==> config.mk <==
export PLATFORM = sky130hd
export DESIGN_NAME = cis_exposure_seq_flat
export DESIGN_NICKNAME = d
export VERILOG_FILES = /design/src/rtl/cis_exp_pkg.sv /design/src/rtl/cis_exposure_seq_if.sv /design/src/rtl/cis_exp_window.sv /design/src/rtl/cis_exposure_seq.sv /design/src/flat_wrapper.sv
export SDC_FILE = /design/constraint.sdc
export NUM_CORES = 1
export LEC_CHECK = 0
export CORE_MARGIN = 3
export CORE_UTILIZATION = 55
export CTS_CLUSTER_SIZE = 20
export DETAILED_ROUTE_END_ITERATION = 8
export PLACE_DENSITY = 0.77
export SYNTH_ARGS = -nofsm -noshare
export SYNTH_HDL_FRONTEND = slang
export SYNTH_SLANG_ARGS = --single-unit
==> constraint.sdc <==
create_clock -name clk -period 5.8 [get_ports clk]
set_input_delay 1.16 -clock clk [delete_from_list [all_inputs] [get_ports clk]]
set_output_delay 1.16 -clock clk [all_outputs]
set_load 0.02 [all_outputs]
==> src/rtl/cis_exp_pkg.sv <==
// ============================================================================
// Module      : cis_exp_pkg
// Description : Shared types, constants and helpers for the CIS exposure sequencer.
// Revision    : 1.0 - initial release
// ============================================================================
`default_nettype none

package cis_exp_pkg;

   typedef enum logic {
      MODE_GRAY  = 1'b0,
      MODE_COLOR = 1'b1
   } mode_e;

   localparam int LEAD_DEFAULT = 3;

   // Channel-index width; never narrower than one bit.
   function automatic int ch_idx_w(input int n);
      return (n <= 2) ? 1 : $clog2(n);
   endfunction

endpackage

`default_nettype wire

==> src/rtl/cis_exposure_seq_if.sv <==
// ============================================================================
// Module      : cis_exposure_seq_if
// Description : Line-control inputs and LED-driver outputs of the exposure sequencer.
// Revision    : 1.0 - initial release
// ============================================================================
`default_nettype none

interface cis_exposure_seq_if
   import cis_exp_pkg::*;
#(
   parameter int NCH = 3,
   parameter int CW  = 16
);
   localparam int CHW = ch_idx_w(NCH);

   logic              start;
   logic              color_mode;
   logic              si;
   logic [NCH-1:0]    ch_en;
   logic [NCH*CW-1:0] exp_time;
   logic [NCH-1:0]    led_en;
   logic              led_oe_n;
   logic [CHW-1:0]    line_ch;
   logic              line_done;
   logic              overrun;

   modport master (
      output start, color_mode, si, ch_en, exp_time,
      input  led_en, led_oe_n, line_ch, line_done, overrun
   );

   modport slave (
      input  start, color_mode, si, ch_en, exp_time,
      output led_en, led_oe_n, line_ch, line_done, overrun
   );

endinterface

`default_nettype wire

==> src/rtl/cis_exp_window.sv <==
// ============================================================================
// Module      : cis_exp_window
// Description : Registered LED window: high one cycle after cnt enters [off, off+len).
// Revision    : 1.0 - initial release
// ============================================================================
`default_nettype none

module cis_exp_window #(
   parameter int W = 18
) (
   input  logic         clk,
   input  logic         rst_n,
   input  logic         clr_i,
   input  logic         active_i,
   input  logic [W-1:0] cnt_i,
   input  logic [W-1:0] off_i,
   input  logic [W-1:0] len_i,
   output logic         en_o
);

   logic en_q;
   logic en_d;

   always_comb begin
      en_d = !clr_i && active_i && (cnt_i >= off_i) && (cnt_i < off_i + len_i);
   end

   always_ff @(posedge clk) begin
      if (!rst_n) begin
         en_q <= 1'b0;
      end else begin
         en_q <= en_d;
      end
   end

   assign en_o = en_q;

endmodule

`default_nettype wire

==> src/rtl/cis_exposure_seq.sv <==
// ============================================================================
// Module      : cis_exposure_seq
// Description : CIS LED exposure sequencer (colour rotation / gray all-channel).
//               Define CIS_EXP_STATUS_EN to build the sticky overrun flag.
// Revision    : 1.0 - initial release
// ============================================================================
`default_nettype none

module cis_exposure_seq
   import cis_exp_pkg::*;
#(
   parameter int NCH  = 3,
   parameter int CW   = 16,
   parameter int LEAD = LEAD_DEFAULT
) (
   input logic                clk,
   input logic                rst_n,
   cis_exposure_seq_if.slave  bus
);

   localparam int              CHW    = ch_idx_w(NCH);
   localparam int              XW     = CW + 2;
   localparam logic [XW-1:0]   LEAD_X = XW'(LEAD);

   logic              si_meta_q, si_d0_q, si_d1_q;
   logic              si_rise;
   logic              active_q, active_d;
   logic [XW-1:0]     cnt_q, cnt_d;
   logic [CHW-1:0]    ptr_q, ptr_d;
   logic [CHW-1:0]    lch_q, lch_d;
   logic [NCH*CW-1:0] exp_sh_q, exp_sh_d;
   logic [NCH-1:0]    en_sh_q, en_sh_d;
   mode_e             mode_sh_q, mode_sh_d;
   logic              oe_n_q, oe_n_d;
   logic              done_q, done_d;
   logic              win_clr;
   logic [XW-1:0]     t_eff   [NCH];
   logic [XW-1:0]     win_off [NCH];
   logic [XW-1:0]     win_len [NCH];
   logic [XW-1:0]     gray_sum, color_len, line_end;
   logic [NCH-1:0]    led_en_w;

   function automatic logic [CHW-1:0] lowest_en(input logic [NCH-1:0] en);
      logic [CHW-1:0] r;
      r = '0;
      for (int k = NCH - 1; k >= 0; k--) begin
         if (en[k]) r = CHW'(k);
      end
      return r;
   endfunction

   // Next enabled channel after p, wrapping; p itself if no other is enabled.
   function automatic logic [CHW-1:0] next_en(input logic [CHW-1:0] p, input logic [NCH-1:0] en);
      logic [CHW-1:0] r;
      int             idx;
      r = p;
      for (int i = NCH - 1; i >= 1; i--) begin
         idx = (int'(p) + i) % NCH;
         if (en[idx]) r = CHW'(idx);
      end
      return r;
   endfunction

   assign si_rise = si_d0_q & ~si_d1_q;

   // Window placement from the shadowed line parameters.
   always_comb begin
      gray_sum  = '0;
      color_len = '0;
      for (int k = 0; k < NCH; k++) begin
         t_eff[k] = en_sh_q[k] ? XW'(exp_sh_q[k*CW +: CW]) : '0;
         if (mode_sh_q == MODE_COLOR) begin
            win_off[k] = LEAD_X;
            win_len[k] = (lch_q == CHW'(k)) ? t_eff[k] : '0;
         end else begin
            win_off[k] = LEAD_X + gray_sum;
            win_len[k] = t_eff[k];
         end
         if (lch_q == CHW'(k)) color_len = t_eff[k];
         gray_sum = gray_sum + t_eff[k];
      end
      line_end = LEAD_X + ((mode_sh_q == MODE_COLOR) ? color_len : gray_sum);
   end

   always_comb begin
      active_d  = active_q;
      cnt_d     = cnt_q;
      ptr_d     = ptr_q;
      lch_d     = lch_q;
      exp_sh_d  = exp_sh_q;
      en_sh_d   = en_sh_q;
      mode_sh_d = mode_sh_q;
      oe_n_d    = 1'b1;
      done_d    = 1'b0;
      win_clr   = 1'b0;
      if (bus.start) begin
         active_d = 1'b0;
         cnt_d    = '0;
         ptr_d    = lowest_en(bus.ch_en);
         lch_d    = '0;
         win_clr  = 1'b1;
      end else if (si_rise) begin
         // A new line (or a restart) drops whatever the previous line drove.
         active_d  = 1'b1;
         cnt_d     = '0;
         exp_sh_d  = bus.exp_time;
         en_sh_d   = bus.ch_en;
         mode_sh_d = mode_e'(bus.color_mode);
         win_clr   = 1'b1;
         if (bus.color_mode == MODE_COLOR) begin
            lch_d = ptr_q;
            ptr_d = next_en(ptr_q, bus.ch_en);
         end else begin
            lch_d = '0;
         end
      end else if (active_q) begin
         if (cnt_q == line_end) begin
            active_d = 1'b0;
            done_d   = 1'b1;
         end else begin
            cnt_d  = cnt_q + 1'b1;
            oe_n_d = 1'b0;
         end
      end
   end

   always_ff @(posedge clk) begin
      if (!rst_n) begin
         si_meta_q <= 1'b0;
         si_d0_q   <= 1'b0;
         si_d1_q   <= 1'b0;
         active_q  <= 1'b0;
         cnt_q     <= '0;
         ptr_q     <= '0;
         lch_q     <= '0;
         exp_sh_q  <= '0;
         en_sh_q   <= '0;
         mode_sh_q <= MODE_GRAY;
         oe_n_q    <= 1'b1;
         done_q    <= 1'b0;
      end else begin
         si_meta_q <= bus.si;
         si_d0_q   <= si_meta_q;
         si_d1_q   <= si_d0_q;
         active_q  <= active_d;
         cnt_q     <= cnt_d;
         ptr_q     <= ptr_d;
         lch_q     <= lch_d;
         exp_sh_q  <= exp_sh_d;
         en_sh_q   <= en_sh_d;
         mode_sh_q <= mode_sh_d;
         oe_n_q    <= oe_n_d;
         done_q    <= done_d;
      end
   end

   for (genvar k = 0; k < NCH; k++) begin : g_win
      cis_exp_window #(
         .W (XW)
      ) u_win (
         .clk      (clk),
         .rst_n    (rst_n),
         .clr_i    (win_clr),
         .active_i (active_q),
         .cnt_i    (cnt_q),
         .off_i    (win_off[k]),
         .len_i    (win_len[k]),
         .en_o     (led_en_w[k])
      );
   end

`ifdef CIS_EXP_STATUS_EN
   logic ovr_q;

   always_ff @(posedge clk) begin
      if (!rst_n || bus.start) begin
         ovr_q <= 1'b0;
      end else if (si_rise && active_q) begin
         ovr_q <= 1'b1;
      end
   end

   assign bus.overrun = ovr_q;
`else
   assign bus.overrun = 1'b0;
`endif

   assign bus.led_en    = led_en_w;
   assign bus.led_oe_n  = oe_n_q;
   assign bus.line_ch   = lch_q;
   assign bus.line_done = done_q;

endmodule

`default_nettype wire
==> src/flat_wrapper.sv <==
// flat-port wrapper written by rule: the top's interface ports become plain ports
module cis_exposure_seq_flat import cis_exp_pkg::*;
#(
   parameter int NCH  = 3,
   parameter int CW   = 16,
   parameter int LEAD = LEAD_DEFAULT
)
  (clk, rst_n, bus_start, bus_color_mode, bus_si, bus_ch_en, bus_exp_time, bus_led_en, bus_led_oe_n, bus_line_ch, bus_line_done, bus_overrun);
  cis_exposure_seq_if #(.NCH(NCH), .CW(CW)) bus_i ();
  input logic clk;
  input logic rst_n;
  input wire logic [$bits(bus_i.start)-1:0] bus_start;
  input wire logic [$bits(bus_i.color_mode)-1:0] bus_color_mode;
  input wire logic [$bits(bus_i.si)-1:0] bus_si;
  input wire logic [$bits(bus_i.ch_en)-1:0] bus_ch_en;
  input wire logic [$bits(bus_i.exp_time)-1:0] bus_exp_time;
  output wire logic [$bits(bus_i.led_en)-1:0] bus_led_en;
  output wire logic [$bits(bus_i.led_oe_n)-1:0] bus_led_oe_n;
  output wire logic [$bits(bus_i.line_ch)-1:0] bus_line_ch;
  output wire logic [$bits(bus_i.line_done)-1:0] bus_line_done;
  output wire logic [$bits(bus_i.overrun)-1:0] bus_overrun;
  assign bus_i.start = bus_start;
  assign bus_i.color_mode = bus_color_mode;
  assign bus_i.si = bus_si;
  assign bus_i.ch_en = bus_ch_en;
  assign bus_i.exp_time = bus_exp_time;
  assign bus_led_en = bus_i.led_en;
  assign bus_led_oe_n = bus_i.led_oe_n;
  assign bus_line_ch = bus_i.line_ch;
  assign bus_line_done = bus_i.line_done;
  assign bus_overrun = bus_i.overrun;
  cis_exposure_seq #(.NCH(NCH), .CW(CW), .LEAD(LEAD)) u_core (.clk(clk), .rst_n(rst_n), .bus(bus_i));
endmodule
Yosys cells after proc, flatten, opt, wreduce, memory -nomap -nowiden. Index checks and enable logic that the tools add are counted.

Memories: 0. Output and inout port bits: 8. Flip-flop bits (word level): 83. Word-level logic and storage cells: 98. RAM bits: 0. Bits in latches: 0. Bits in read-only memories: 0. Input port bits: 56.

Bitwise logic cells: 6. $lt $le $gt $ge: 8. Mux-type cells: 35. Reductions and logical operators: 18. Add/subtract/negate cells: 11. Equal/unequal tests: 3. Div/mod/pow operators: 2. Shift-type cells: 0. Multipliers: 0.

Operator list (count): 18-bit two-way mux (11); 18-bit adder (4); 2-bit by 18-bit adder with 18-bit output (first input constant) (4); 32-bit by 4-bit less-than comparator with 1-bit output (second input constant) (2); 32-bit by 3-bit remainder unit with 32-bit output (second input constant) (2); 18-bit less-than comparator (3); 16-bit two-way mux (3); 18-bit greater-or-equal comparator (2); 18-bit by 1-bit adder with 18-bit output (second input constant) (1); 18-bit == test (1); 18-bit by 2-bit greater-or-equal comparator with 1-bit output (second input constant) (1); 2-bit two-way mux (9); 1-bit two-way mux (10); 1-bit logical AND (7); 1-bit inverter (5); 1-bit binary-select mux with 2-bit select (2); 2-bit AND reduction (2); 2-bit nonzero test (2); 4-bit OR reduction (1); 2-bit by 1-bit adder with 3-bit output (second input constant) (1); 2-bit by 2-bit adder with 3-bit output (second input constant) (1); 3-bit AND reduction (1); 3-bit nonzero test (1); 3-bit OR reduction (1); other kinds (6) (6).

Logic depth before layout (Yosys ltp). Gate-level depths: netlist of the first run.

Word-level depth: 10. Depth in mapped cells: 33.

Modules after synthesis. Synthesis of the first run repeated with hierarchy kept, for this count alone.

Cells, all modules: 1827. Area total of the unflattened synthesis: 13183.9 sq um.

By module, submodules not included: cis_exposure_seq (area an instance 8201.6 sq um, cells each 1203, times used 1); cis_exp_window at u_core.g_win[1].u_win ... (area an instance 1660.3 sq um, cells each 209, times used 2); cis_exp_window at u_core.g_win[0].u_win (area an instance 1661.6 sq um, cells each 206, times used 1).

Worst setup path before layout of the first run. OpenSTA, ideal clock, no wires.

Kind: register to register. Start point: register u_core.en_sh_q[0]. End point: register u_core.cnt_q[1]. Path buffers: 5. Library setup time: 0.126 ns. Data required time: 5.674 ns. Arrival time: 6.061 ns. Period minus slack after synthesis: 6.187 ns. Cell stages (with the launch flop): 30. Setup slack: -0.387 ns. Path through: dfxtp_1 buf_2 buf_2 buf_2 clkbuf_1 nand2_1 xor2_1 ha_1 a41oi_1 o22a_1 nand4b_1 nand3b_1 o21a_1 xnor2_1 inv_1 ha_1 a211oi_1 nor2_1 or4_1 o21a_1 o211ai_1 and3_1 buf_2 nand2_1 or3_1 and3_1 or4_4 o21ai_2 mux2i_1 nor2_1.

Word-level cells in the longest chain between the ends: 9.

RTL lines: start, declared (line cis_exposure_seq.sv:32) `logic [NCH-1:0] en_sh_q, en_sh_d;`; start signal, assigned (line cis_exposure_seq.sv:150) `en_sh_q <= en_sh_d;`; 16-bit two-way mux * (line cis_exposure_seq.sv:71) `t_eff[k] = en_sh_q[k] ? XW'(exp_sh_q[k*CW +: CW]) : '0;`; branches (longest 3 deep; another with 18-bit adder); 18-bit two-way mux * (line cis_exposure_seq.sv:82) `line_end = LEAD_X + ((mode_sh_q == MODE_COLOR) ? color_len : gray_sum);`; 2-bit by 18-bit adder with 18-bit output * (line cis_exposure_seq.sv:82); 18-bit == test * (line cis_exposure_seq.sv:117) `if (cnt_q == line_end) begin`; 1-bit inverter (no line) *; 2-bit AND reduction (no line) *; end signal, assigned (line cis_exposure_seq.sv:146) `cnt_q <= cnt_d;`; end, declared (line cis_exposure_seq.sv:28) `logic [XW-1:0] cnt_q, cnt_d;`.

Mark *: on every way between the ends. A chain may end at the register's enable or synchronous reset.

Worst setup path after layout of the first run.
Start point: register u_core.en_sh_q[0]. End point: register u_core.cnt_q[5].

Same word-level chain as after synthesis.

==> key figures, run 1 <==
Floorplan
  – Core area: 19700 sq um
  – Vert. Die Dim: 148 um
  – Die X: roughly 150 um
  – Ports: between 60 and 70
  – Die area: approximately 22000 sq um
  – Cell Rows: 51
  – Initial core utilization: roughly 57%

Layout
  – Area Growth Syn to Fin: 23.6%
  – FF+latch area: approximately 1700 sq um
  – Multi-input logic area: 9370 sq um
  – Number of nets in the layout: 1910
  – Fillers: 1757
  – N_diodes: 0
  – Layout Cells excl Fill: slightly below 2k
  – Layout cells sized above 1: 17.0%

CTS
  – Clock buffer count from CTS: 9
  – CTS tree: done
  – Max clock buf depth: 2
  – Sink Count: 83
  – Root buffer cell: clkbuf_16
  – CTS clk-pin slew, worst paths: 80 ps
  – H-tree lvl count: 3
  – # hold bufs at CTS: 0
  – Clock Latency Late Sink: 370 ps

Detailed routing
  – Via count: 12.0k
  – Overall routed net length: 39.7 mm
  – Remaining antenna violation count: 0
  – Drt first pass iters: 8
  – Initial DRC count: 1271
  – Residual DRC: 0
  – Vias per cell: 6.10
  – Routed wire per std cell: 20.2 um

Pwr
  – Peak supply drop: 127 uV
  – Power Density: between 90 and 100 nW/um^2
  – Total power: approximately 1.3 mW
  – P_leak: 6.39 nW

Global route
  – Initial antenna violation count: 0
  – Met2 Use GR: 54.6%
  – First-pass GRT wire length: 60.9 mm
  – Pin count of the biggest net entering global routing: 55
  – Grt met3 use: 6.40%
  – Total GRT Usage: 35.0%
  – Routing usage on met1: 49.3%
  – Gr busiest metal: met2
  – Via count of the first global-routing pass: 11.1k
  – Gr ovfl total: 0

Yosys
  – Ys async rst share: 0%
  – Synth Net Count: 1764
  – Post-synth top flop: dfxtp_1
  – Post-synth EDFFs: 0
  – Seq/Total Area, Yosys: between 10 and 15%
  – Cell variety after synth: 84
  – Syn Inst Count: between 1.5k and 2k
  – YS warnings: 0
  – Post-synth top area share: between 10% and 20%
  – Synth Area per Inst: 7.16 sq um
  – Yosys reg bits: 83
  – Mapped Area: about 11000 sq um
  – Top post-synthesis cells by area: ha_1, dfxtp_1, nand2_1
  – Synth area leader: ha_1

Critical path
  – Most frequent CP cell: o211ai_1
  – Slowest-stage cell, CP: or4_4
  – Critical path type: flop to flop
  – Worst Setup End Kind: flop
  – Top Family by Delay on Critical Path: simple AND/OR/NAND/NOR gates
  – Critical Path Start Type: flop
  – Worst path max stage delay: roughly 570 ps
  – CP Max Fanout: 6
  – Crit path buf inv count: 2
  – CP arrival: roughly 6000 ps
  – Critical Path RT: 6020 ps

Place
  – GPL Wtd Cong: 1.01
  – DP HPWL: 31.1 mm
  – PortBufs: between 60 and 70
  – Inst Count DP: 1939

Timing
  – Fin crit share: between 90 and 100%
  – Setup-failing EPs final: 0
  – Fin. Hold Viols: 0
  – Hold WS: between 400 and 500 ps
  – Skew final: a little over 20 ps
  – Measured slew at the worst slew-check pin: 1080 ps
  – Max Slew Vio Count: 0
  – FMAX: 0.175 GHz
  – Worst slew margin: 28.0%
  – Fin crit period: between 5000 and 6000 ps
  – RSZ-0062 raised after global routing: yes

Min path
  – Worst min-delay path class: flop to flop

Flow run
  – Max_cap viols: 0

Status
  – Status: finished clean
[synth_stat cells (10+ instances only)]
master,instances
or3_1,11
o211ai_1,18
buf_2,17
or2_2,23
xnor2_1,67
a21oi_1,129
a21o_1,48
nand2b_1,17
nor3_1,31
nor2_1,85
dfxtp_1,83
o21ai_0,44
nor4_1,13
nand2_1,250
and3_1,23
o21bai_1,10
clkbuf_1,41
a31oi_1,16
nand3_1,55
and2_1,26
mux2i_1,11
nor2b_1,32
o21a_1,24
a211oi_1,11
xor2_1,39
nand4_1,19
inv_1,95
ha_1,153
[area by class of cell]
| cell class | instances | share of cell area (%) |
|---|---|---|
| Timing Repair Buffer | 201 | 12.3 |
| Sequential cell | 83 | 12.1 |
| Multi-Input combinational cell | 1306 | 68.2 |
| Clock inverter | 7 | 0.574 |
| Clock buffer | 9 | 1.64 |
| Inverter | 97 | 2.67 |
| Tap cell | 265 | 2.41 |
[worst reg2reg max path: stages (launching register included)]
cell and delay [ps]:
dfxtp_4 380, nand2_4 90, inv_4 40, ha_4 170, nand3_2 110, o22ai_4 100
o311ai_4 360, a21oi_2 130, o211ai_1 260, nand2_1 110, a21oi_2 150, xnor2_1 150
ha_1 300, a211oi_2 200, nor2_1 90, or4_4 520, o21a_1 180, o211ai_1 270
buf_4 180, and3_4 200, nand2_1 60, or3_1 310, and3_4 160, or4_4 570
o211ai_1 230, xor2_1 180, nor2_1 70
[final timing paths]
| check | startpoint | to | slack [ps] | depth (start not counted) |
|---|---|---|---|---|
| hold / removal | u_core.si_meta_q | u_core.si_d0_q | 440 | 1 |
| hold reg to reg | u_core.si_meta_q | u_core.si_d0_q | 440 | 1 |
| setup / recovery | u_core.en_sh_q[0] | u_core.cnt_q[5] | 80 | 26 |
| setup reg to reg | u_core.en_sh_q[0] | u_core.cnt_q[5] | 80 | 26 |
[flip-flops by register name, indices dropped and copies added, names as in the netlist]
register	flops
u_core.si_d1_q	1
u_core.bus.led_oe_n	1
u_core.active_q	1
u_core.g_win.u_win.en_o	3
u_core.ptr_q	2
u_core.en_sh_q	3
u_core.bus.line_ch	2
u_core.exp_sh_q	48
u_core.bus.line_done	1
u_core.cnt_q	18
u_core.si_d0_q	1
u_core.si_meta_q	1
u_core.mode_sh_q	1
[what timing repair did]
item / CTS / global route
pin swaps: 3 / 57
setup endpoints to repair: 17 / 20
resized for setup: 14 / 103
setup buffers: 0 / 14
[cell usage in the layout, fill, tap and decap left out, types with 18 or more instances in the layout]
| cell | netlist | final |
|---|---|---|
| nand2_1 | 250 | 244 |
| ha_1 | 153 | 142 |
| buf_4 | 4 | 133 |
| a21oi_1 | 129 | 120 |
| inv_1 | 95 | 89 |
| nor2_1 | 85 | 80 |
| dfxtp_1 | 83 | 80 |
| xnor2_1 | 67 | 62 |
| clkdlybuf4s50_1 | 0 | 62 |
| nand3_1 | 55 | 52 |
| a21o_1 | 48 | 48 |
| o21ai_0 | 44 | 41 |
| xor2_1 | 39 | 36 |
| nor2b_1 | 32 | 32 |
| nor3_1 | 31 | 28 |
| and2_1 | 26 | 26 |
| o21a_1 | 24 | 23 |
| or2_2 | 23 | 22 |
| nand4_1 | 19 | 19 |
| and3_1 | 23 | 19 |
| o211ai_1 | 18 | 18 |
[power breakdown]
part	internal [mW]	switching, mW	total, mW	leakage (nW)
sequential	0.579	0.00975	0.589	0.673
combinational	0.0620	0.0652	0.127	5.57
clock	0.306	0.305	0.612	0.148
total	0.947	0.380	1.33	6.39
[metrics by stage]
step	cell area [sq um]	setup TNS, ps	util [%]	worst slack [ps]
floorplan	11200	0	-	6.87
global placement	12800	0	65.1	16.8
detailed placement	12800	-838	65.1	-150
CTS	13200	0	67.0	0.252
global route	13700	-1220	69.9	-149
finish	13700	0	69.9	80.8
[cells by family after synthesis]
family | Yosys count | share of synthesized area (%)
flip-flops | 83 | 14.9
buffers and inverters | 163 | 5.83
multiplexers | 16 | 1.50
adder cells (fa/ha/maj) | 156 | 17.8
AND/OR/NAND/NOR | 641 | 28.7
AO/OA/AOI/OAI | 386 | 22.9
XOR/XNOR | 106 | 8.35
other | 1 | 0.0337
[routing by layer]
metal	part of all wire (%)	vias to the layer above
met1	44	5558
li1	-	5818
met3	9.7	85
met4	3.0	0
met2	43	551
met5	0	-
(Power assumes the default switching activity.)
==> run 2: changes to the inputs <==
--- a/config.mk
+++ b/config.mk
@@ -9,7 +9,7 @@
 export CORE_UTILIZATION = 55
 export CTS_CLUSTER_SIZE = 20
 export DETAILED_ROUTE_END_ITERATION = 8
-export PLACE_DENSITY = 0.77
+export PLACE_DENSITY_LB_ADDON = 0.08
 export SYNTH_ARGS = -nofsm -noshare
 export SYNTH_HDL_FRONTEND = slang
 export SYNTH_SLANG_ARGS = --single-unit
==> run 2 against run 1 <==
The flow now finishes with violations (setup timing); die area did not move; flip-flop and latch count did not move; setup slack got worse by 110 ps; global-route usage fell by 0.37 points; clock skew fell by 9.7 ps; routed wire length rose by 0.87%; cell count rose by 1.4%; power fell by 0.54%; first-iteration DRC count fell by 9.2%; sequential power barely moved; critical path depth fell by 2; count of clock-buffer cells in the layout did not move; critical endpoint is now u_core.cnt_q[14]; largest cell class unchanged; highest routed layer unchanged.
==> key figures, run 2 (synthesis results as in run 1) <==
Status
  – Status: finished with violations
  – Failing checks: setup timing

Layout
  – Area Growth Syn to Fin: 26.9%
  – Final instance area: ~14000 sq um
  – Commonest cells after routing, fill and taps aside: nand2_1, buf_4, ha_1
  – Number of nets in the layout: 1937
  – Max FFs per register: 48
  – Layout cells sized above 1: 19.0%
  – Commonest non-fill, non-tap cell in the layout: nand2_1
  – Top reg by flops: u_core.exp_sh_q
  – Top flop regs: u_core.exp_sh_q (48), u_core.cnt_q (18)
  – N_diodes: 0

Place
  – GPL Wtd Cong: between 1 and 1.5
  – Dpl cell area: 12900 sq um
  – Dpl ws: -100 ps
  – PortBufs: 62
  – DP HPWL: between 30 and 40 mm

Global route
  – Gr ovfl total: 0
  – First-pass GRT wire length: a little over 60 mm
  – Pin count of the biggest net entering global routing: 55
  – Initial antenna violation count: 0
  – Via count of the first global-routing pass: 11.4k
  – Total GRT Usage: between 30% and 40%

CTS
  – Clock Latency Late Sink: 360 ps
  – # hold bufs at CTS: 0
  – CTS tree: done
  – Clock buffer count from CTS: 9
  – H-tree lvl count: 3
  – CTS clk-pin slew, worst paths: approximately 80 ps
  – Max clock buf depth: 2
  – Root buffer cell: clkbuf_16
  – Sink Count: 83

Min path
  – Worst min-delay path class: flop to flop
  – WHS Endpoint: u_core.si_d0_q
  – Hold path startpoint: u_core.si_meta_q
  – Hold Path Depth: 1

Critical path
  – Critical path type: flop to flop
  – CP Max Fanout: 8
  – R2r setup slk: -30 ps
  – Critical Path Start Type: flop
  – Critical Path RT: between 6000 and 7000 ps
  – Worst Reg-to-Reg Cells: 24
  – End of the worst register-to-register path: u_core.cnt_q[14]
  – Worst reg2reg path startpoint: u_core.exp_sh_q[18]
  – Worst Setup End Kind: flop
  – CP arrival: 6080 ps

Pwr
  – Clock power frac: 45.6%
  – Power Density: 93.6 nW/um^2
  – Flop pwr share: 44.5%
  – Combinational power share: between 9 and 10%
  – Peak supply drop: 128 uV
  – P_leak: approximately 6.6 nW
  – Psw: roughly 0.37 mW
  – Switching share of power: between 20% and 30%
  – Int Pwr: 0.950 mW

Timing
  – Skew final: 10.9 ps
  – Worst slew margin: around a quarter
  – Final setup margin: -28.9 ps
  – Hold WS: 436 ps
  – FMAX: 0.172 GHz
  – Fin crit share: 100%
  – Setup-failing EPs final: 1
  – Fin. Hold Viols: 0
  – RSZ-0062 raised after global routing: yes
  – Fin crit period: 5830 ps
  – Max Slew Vio Count: 0
  – Measured slew at the worst slew-check pin: 1090 ps

Floorplan
  – Die X: 148 um
  – Die area: around 22000 sq um
  – Vert. Die Dim: 148 um
  – Core area: 19700 sq um
  – Ports: 64
  – Initial core utilization: a little under three fifths
  – Cell Rows: 51

Detailed routing
  – Via count: 12.2k
  – Residual DRC: 0
  – Initial DRC count: roughly 1.2k
  – Met3 Wirelength: 3.78 mm
  – Drt first pass iters: 5
  – Overall routed net length: 40.1 mm
  – DR top layer: met4
  – Wire length on met1: 17.7 mm
  – Routed wire per std cell: 20.1 um
  – Routed met2 length: 17.2 mm
  – Remaining antenna violation count: 0
  – Vias per cell: 6.11

Flow run
  – Max_cap viols: 0
## run 2: changes by cell type in the layout (fill, tap and decap cells not counted), moves of 3 or more
cell / before / now
buf_6: 3 / 7
a211oi_2: 5 / 2
or4_4: 5 / 2
or4_1: 5 / 8
buf_4: 133 / 156
inv_1: 89 / 86
inv_2: 7 / 10
## run 2: per-layer routing
| layer | track usage [%] | up-vias |
|---|---|---|
| met4 | 12.1 | 0 |
| met1 | 47.2 | 5651 |
| met2 | 53.9 | 550 |
| li1 | - | 5887 |
| met3 | 8.17 | 111 |
| met5 | 0 | - |
## run 2: critical path: stages (launching register included)
cell and delay [ps]:
dfxtp_1 490, nand2_1 220, xnor2_1 380, o22a_1 240
buf_6 120, nor2_4 40, xnor2_2 240, buf_4 190
inv_1 40, ha_1 310, buf_4 180, and3_1 210
nor2_2 220, a21o_1 210, a41o_1 320, nor4b_1 340
buf_4 190, and3_1 190, nand2_1 60, or3_1 300
and3_4 170, or3_4 400, o211ai_1 270, nor3_1 120
or2_1 270
## run 2: repair_timing
| item | in CTS | in global routing |
|---|---|---|
| gates resized for setup | 13 | 127 |
| pin swaps | 4 | 75 |
| buffers inserted | 1 | 21 |
| cloned | 0 | 2 |
| endpoints found under the setup margin | 13 | 22 |
## run 2: layout make-up
| type | instances | area, sq um |
|---|---|---|
| multi-input cells | 1307 | 9550 |
| fillers | 1672 | 5540 |
| repair buffers | 227 | 1900 |
| flip-flops and latches | 83 | 1670 |
| inverters | 97 | 367 |
| well taps | 265 | 332 |
| clock buffers | 9 | 225 |
| clock inverters | 7 | 76.3 |
## run 2: worst max-delay path by stage
stage                             start                    endpoint  slack (ps)  cells after the start
finish              u_core.exp_sh_q[18]            u_core.cnt_q[14]         -30                     24
global placement      u_core.en_sh_q[1]             u_core.cnt_q[1]          -1                     25
detailed placement  u_core.exp_sh_q[16]             u_core.cnt_q[1]        -100                     25
global route          u_core.en_sh_q[1]  u_core.g_win[2].u_win.en_o        -250                     31
CTS                   u_core.en_sh_q[1]  u_core.g_win[2].u_win.en_o          10                     29
floorplan             u_core.en_sh_q[0]             u_core.cnt_q[1]           7                     28
## run 2: power groups by stage
stage                     logic, mW  clock network, mW  registers, mW
after CTS                     0.126              0.605          0.587
after floorplan              0.0620                  0          0.598
after detailed placement      0.125                  0          0.601
final                         0.130              0.602          0.588
after global routing          0.142              0.622          0.589
after global placement        0.123                  0          0.600
## run 2: through the flow
stage,std cells,util (%),power (mW),TNS [ps]
floorplan,1552,-,0.660,0
global placement,1957,65.9,0.724,-0.988
detailed placement,1957,65.9,0.726,-432
CTS,1974,67.7,1.32,0
global route,1995,71.8,1.35,-1770
finish,1995,71.8,1.32,-28.9
